### src/rtl/handshake_tx.sv
// FIFO-buffered 4-phase request/acknowledge transmitter into a foreign clock domain.
// Words are queued via a valid/ready port; the FSM presents each one on dout before raising req.
module handshake_tx #(
    parameter int WIDTH = 12,
    parameter int DEPTH = 4
) (
    input  logic                     clk,
    input  logic                     rst,
    // A word transfers on any rising edge where in_valid and in_ready are both high;
    // in_valid may be held across edges and in_data must be stable while in_valid is high.
    input  logic                     in_valid,
    input  logic [WIDTH-1:0]         in_data,
    output logic                     in_ready,
    output logic                     req,
    output logic [WIDTH-1:0]         dout,
    input  logic                     ack,
    output logic [$clog2(DEPTH):0]   count,
    output logic                     busy,
    output logic [3:0]               state_dbg
);

    localparam int AW = $clog2(DEPTH);
    localparam int CW = AW + 1;

    typedef enum logic [3:0] {
        IDLE   = 4'b0001,
        SETUP  = 4'b0010,
        REQ_HI = 4'b0100,
        REQ_LO = 4'b1000
    } state_t;

    state_t          state;
    state_t          state_next;
    logic            req_next;
    logic            load;
    logic            push;
    logic            ack_s0;
    logic            ack_s1;
    logic [AW-1:0]   wr_ptr;
    logic [AW-1:0]   rd_ptr;
    logic [WIDTH-1:0] mem [DEPTH];

    // in_ready looks only at the registered count, so a same-cycle pop cannot open a slot.
    assign in_ready  = (count < CW'(DEPTH));
    assign push      = in_valid && in_ready;
    assign busy      = (state != IDLE);
    assign state_dbg = state;

    always_comb begin
        state_next = state;
        req_next   = req;
        load       = 1'b0;
        case (state)
            IDLE: begin
                req_next = 1'b0;
                if (count != '0) begin
                    load       = 1'b1;
                    state_next = SETUP;
                end
            end
            SETUP: begin
                // One cycle of settling so dout is stable before req is seen.
                req_next   = 1'b1;
                state_next = REQ_HI;
            end
            REQ_HI: begin
                if (ack_s1) begin
                    req_next   = 1'b0;
                    state_next = REQ_LO;
                end else begin
                    req_next = 1'b1;
                end
            end
            REQ_LO: begin
                req_next = 1'b0;
                if (!ack_s1) begin
                    state_next = IDLE;
                end
            end
            default: begin
                req_next   = 1'b0;
                state_next = IDLE;
            end
        endcase
    end

    always_ff @(posedge clk or posedge rst) begin
        if (rst) begin
            state  <= IDLE;
            req    <= 1'b0;
            dout   <= '0;
            count  <= '0;
            wr_ptr <= '0;
            rd_ptr <= '0;
            ack_s0 <= 1'b0;
            ack_s1 <= 1'b0;
        end else begin
            state  <= state_next;
            req    <= req_next;
            ack_s0 <= ack;
            ack_s1 <= ack_s0;
            if (push) begin
                wr_ptr <= wr_ptr + AW'(1);
            end
            if (load) begin
                dout   <= mem[rd_ptr];
                rd_ptr <= rd_ptr + AW'(1);
            end
            case ({push, load})
                2'b10:   count <= count + CW'(1);
                2'b01:   count <= count - CW'(1);
                default: count <= count;
            endcase
        end
    end

    // Storage needs no reset: occupancy and pointers alone define valid contents.
    always_ff @(posedge clk) begin
        if (push) begin
            mem[wr_ptr] <= in_data;
        end
    end

endmodule

### config.mk
export PLATFORM = sky130hd
export DESIGN_NAME = handshake_tx
export DESIGN_NICKNAME = d
export VERILOG_FILES = /design/src/rtl/handshake_tx.sv
export SDC_FILE = /design/constraint.sdc
export NUM_CORES = 1
export LEC_CHECK = 0
export ABC_AREA = 1
export ABC_CLOCK_PERIOD_IN_PS = 1900
export BUFFER_PORTS_ARGS = -buffer_cell sky130_fd_sc_hd__buf_2
export CORE_UTILIZATION = 51
export CTS_CLUSTER_SIZE = 12
export DETAILED_ROUTE_END_ITERATION = 16
export GPL_ROUTABILITY_DRIVEN = 0
export PLACE_DENSITY_LB_ADDON = 0.25
export SYNTH_ARGS = -nofsm -noshare
export SYNTH_HDL_FRONTEND = slang
export SYNTH_SLANG_ARGS = --single-unit
### constraint.sdc
create_clock -name clk -period 1.9 [get_ports clk]
set_input_delay 0.095 -clock clk [delete_from_list [all_inputs] [get_ports clk]]
set_output_delay 0.095 -clock clk [all_outputs]
set_load 0.02 [all_outputs]
==> metrics.md <==
| Metric | Value |
|---|---|
| Hold violation count in the final report | `0` |
| DRC violation count after routing | `0` |
| Slowest cell on the critical path | `sky130_fd_sc_hd__dfstp_2` |
| Area after detailed placement | `0.003341 mm^2` |
| Max capacitance violation total | `0` |
| Starting density of the core | `53.88%` |
| Status | `completed` |
| Count of routing violations after the opening detailed-route iteration | `85` |
| Nets in the synthesized netlist | `288` |
| FP Rows | `27` |
| Transition time of the tightest slew-check pin | `0.8025 ns` |
| Clock latency on the worst-skew pair | `0.35 ns` |
| Total I/O pin count | `38` |
| Final hold slack | `0.2420 ns` |
| Number of H-tree levels | `3` |
| Worst-case reg-to-reg path depth | `11` |
| Area of the core | `0.005608 mm^2` |
| Cell area after synthesis | `0.003022 mm^2` |
| Clock network fraction of design power | `21.6%` |
| Dominant cells by area after synthesis | `sky130_fd_sc_hd__edfxtp_1 (48%), sky130_fd_sc_hd__dfrtp_1 (21%), sky130_fd_sc_hd__nand2_1 (5.1%)` |
| # diodes | `0` |
| Total setup buffers inserted after CTS | `0` |
| Routed len/inst | `13.39 um` |
| Count of final max-slew check failures | `0` |
| Post-Synthesis Cells | `266` |
| Final core utilization | `65.82%` |
| Peak supply drop | `1.037 mV` |
| Series of cell instances along the critical path | `nand2_2, nor2_4, nand2_4, clkinv_4, ha_4, inv_2, fa_2, nor2_1, nor2_1, nand2_1, xor2_1` |
| Final std cell area, no fill | `0.003691 mm^2` |
| Critical path's most frequent cell | `sky130_fd_sc_hd__nor2_1` |
| Synth-to-layout area growth | `22.15%` |
| Data required time at the worst endpoint | `2.17 ns` |
| Pin count of the biggest net entering global routing | `39` |
| Die outline height | `78.97 um` |
| Floorplan die area | `0.006236 mm^2` |
| Slew HR | `46.44%` |
| Clock tree from TritonCTS | `done` |
| CP arrival | `2.05 ns` |
| Flops & latches, synth | `74` |
| Proportion of total power due to net switching | `38.11%` |
| Fill cells | `436` |
| Minimum clock period after layout | `1.784 ns` |
| Total clock sinks | `74` |
| Leftover overflow at the end of global routing | `0` |
| Worst hold stages | `3` |
| Top cell type's share of synthesized area | `47.70%` |
| Crit path capture type | `flop` |
| Post-Route Skew | `0.01321 ns` |
| Die Width | `78.97 um` |
| Unrepaired setup endpoints after global routing | `false` |
| Power Dens Cells | `1627 mW/mm^2` |
| First-pass GRT wire length | `8687 um` |
| ANT nets after route | `0` |
| Most frequent standard cell in the layout excluding fill and tap cells | `sky130_fd_sc_hd__edfxtp_1` |
| Post-detailed-routing wire length | `5422 um` |
| Synth cell types | `23` |
| Clock tree root driver cell | `sky130_fd_sc_hd__clkbuf_8` |
| Worst hold path class | `in -> reg` |
| Clock-pin slew of the registers on the worst-case setup and hold paths | `0.08 ns` |
| Number of setup violations in the final report | `0` |
| Number of antenna violations at the first check in global routing | `0` |
| Layout Nets | `350` |
| DP HPWL | `3361 um` |
| Highest-count cells in the layout ignoring fill and taps | `sky130_fd_sc_hd__edfxtp_1 (48), sky130_fd_sc_hd__nand2_1 (41), sky130_fd_sc_hd__inv_1 (38), sky130_fd_sc_hd__buf_2 (37), sky130_fd_sc_hd__o21ai_0 (27)` |
| Share of the clock period used by the worst path | `93.90%` |
| CTS Buf Count | `9` |
| Combinational fraction of design power | `39.0%` |
| Peak fanout along the critical path | `5` |
| Reg power frac | `39.4%` |
| Detailed-route vias per instance | `4.965` |
| Vias in the first global route | `1883` |
| Part of the Yosys area used for sequential elements | `69.28%` |
| Number of warning messages in the yosys log | `0` |
| Leakage | `1.665 nW` |
| GRT Total Usage | `19.59%` |
| I/O Buffers | `37` |
| Peak clock frequency supported by timing | `560.5 MHz` |
| Ratio of cells with drive above 1 in the final layout | `21.92%` |
| Mean cell area of the mapped netlist | `11.36 um^2` |
| Total iterations of the first detailed-routing run | `4` |
| Worst-case clock buffer depth | `2` |
| Net Sw Power | `2.289 mW` |
| Top cell type by total area after synthesis | `sky130_fd_sc_hd__edfxtp_1` |
| Internal Dissipation | `3.717 mW` |
| Crit start category | `flop` |
| Critical path class | `reg -> reg` |
| Highest cell delay on the worst timing path | `0.57 ns` |
| Via count of the routed design | `2011` |
-- metal layers --
layer  GRT usage, %  vias to the layer above  routed length [um]
li1               -                      998                   -
met1          23.37                      935                2359
met2          31.64                       67                2559
met3          7.011                       11                 397
met4          9.273                        0                 105
met5              0                        -                   0
-- final cells by class --
class	instances	area [um^2]	area share, %
clock buffer	11	131.4	3.559
clock inverter	5	78.83	2.136
inverter	44	170.2	4.610
multi-input combinational	139	720.7	19.53
sequential	74	2095	56.75
tap	72	90.09	2.441
timing repair buffer	60	405.4	10.98
-- sequential cells by signal, indices dropped and copies added, names as in the netlist --
register and flops:
dout 12, state_dbg 4, req 1, ack_s1 1, ack_s0 1, mem 48
rd_ptr 2, count 3, wr_ptr 2
-- worst paths after layout --
path                              start         to  slack [ns]
max                        state_dbg[0]   count[2]        0.12
min                            in_valid  wr_ptr[0]        0.24
max reg2reg                state_dbg[0]   count[2]        0.12
min reg2reg                      ack_s0     ack_s1        0.35
max in group asynchronous           rst    dout[0]        0.85
min in group asynchronous           rst   count[1]        0.44
-- per-stage QoR --
| stage | setup WS [ns] | power, mW | instances | setup TNS, ns |
|---|---|---|---|---|
| floorplan | -0.01507 | 4.053 | 266 | -0.01507 |
| global route | 0.03045 | 6.464 | 405 | 0 |
| CTS | 0.1074 | 6.049 | 405 | 0 |
| global placement | 0.1735 | 4.664 | 375 | 0 |
| detailed placement | 0.1186 | 4.726 | 375 | 0 |
| finish | 0.1160 | 6.006 | 405 | 0 |
-- cells by family (layout without fill, tap and decap cells) --
family	after synthesis	after routing	share of synthesized area [%]
flops	74	74	69.28
buf+inv	53	120	7.370
simple gates	78	78	11.14
xor+xnor	3	3	0.8697
fa+ha+maj	6	6	2.733
compound gates	52	52	8.613
-- Yosys cell counts (all sizes together) --
cell type   n
a21oi      25
buf         7
clkbuf      2
clkinv      1
dfrtp      25
dfstp       1
edfxtp     48
fa          1
ha          5
inv        43
nand2      43
nand3      16
nand3b      1
nand4       1
nor2       17
o21ai      27
xnor2       1
xor2        2
-- critical path: cells and delay by family (launching register included) --
kind	cells	cell delay (ns)
simple gates	6	0.44
xor+xnor	1	0.16
fa+ha+maj	2	0.45
buf+inv	2	0.09
flops	1	0.57
-- power by group through the flow --
stage | combinational [mW] | clock, mW | sequential [mW]
global route | 2.67 | 1.38 | 2.42
finish | 2.34 | 1.30 | 2.37
CTS | 2.37 | 1.31 | 2.37
detailed placement | 2.32 | 0 | 2.40
global placement | 2.29 | 0 | 2.38
floorplan | 1.44 | 0 | 2.61
-- repair_timing --
action,CTS,global route
resized for setup,0,0
hold buffers,14,0
hold endpoints to repair,68,0
Note: power is estimated with default switching activity, not from simulation.
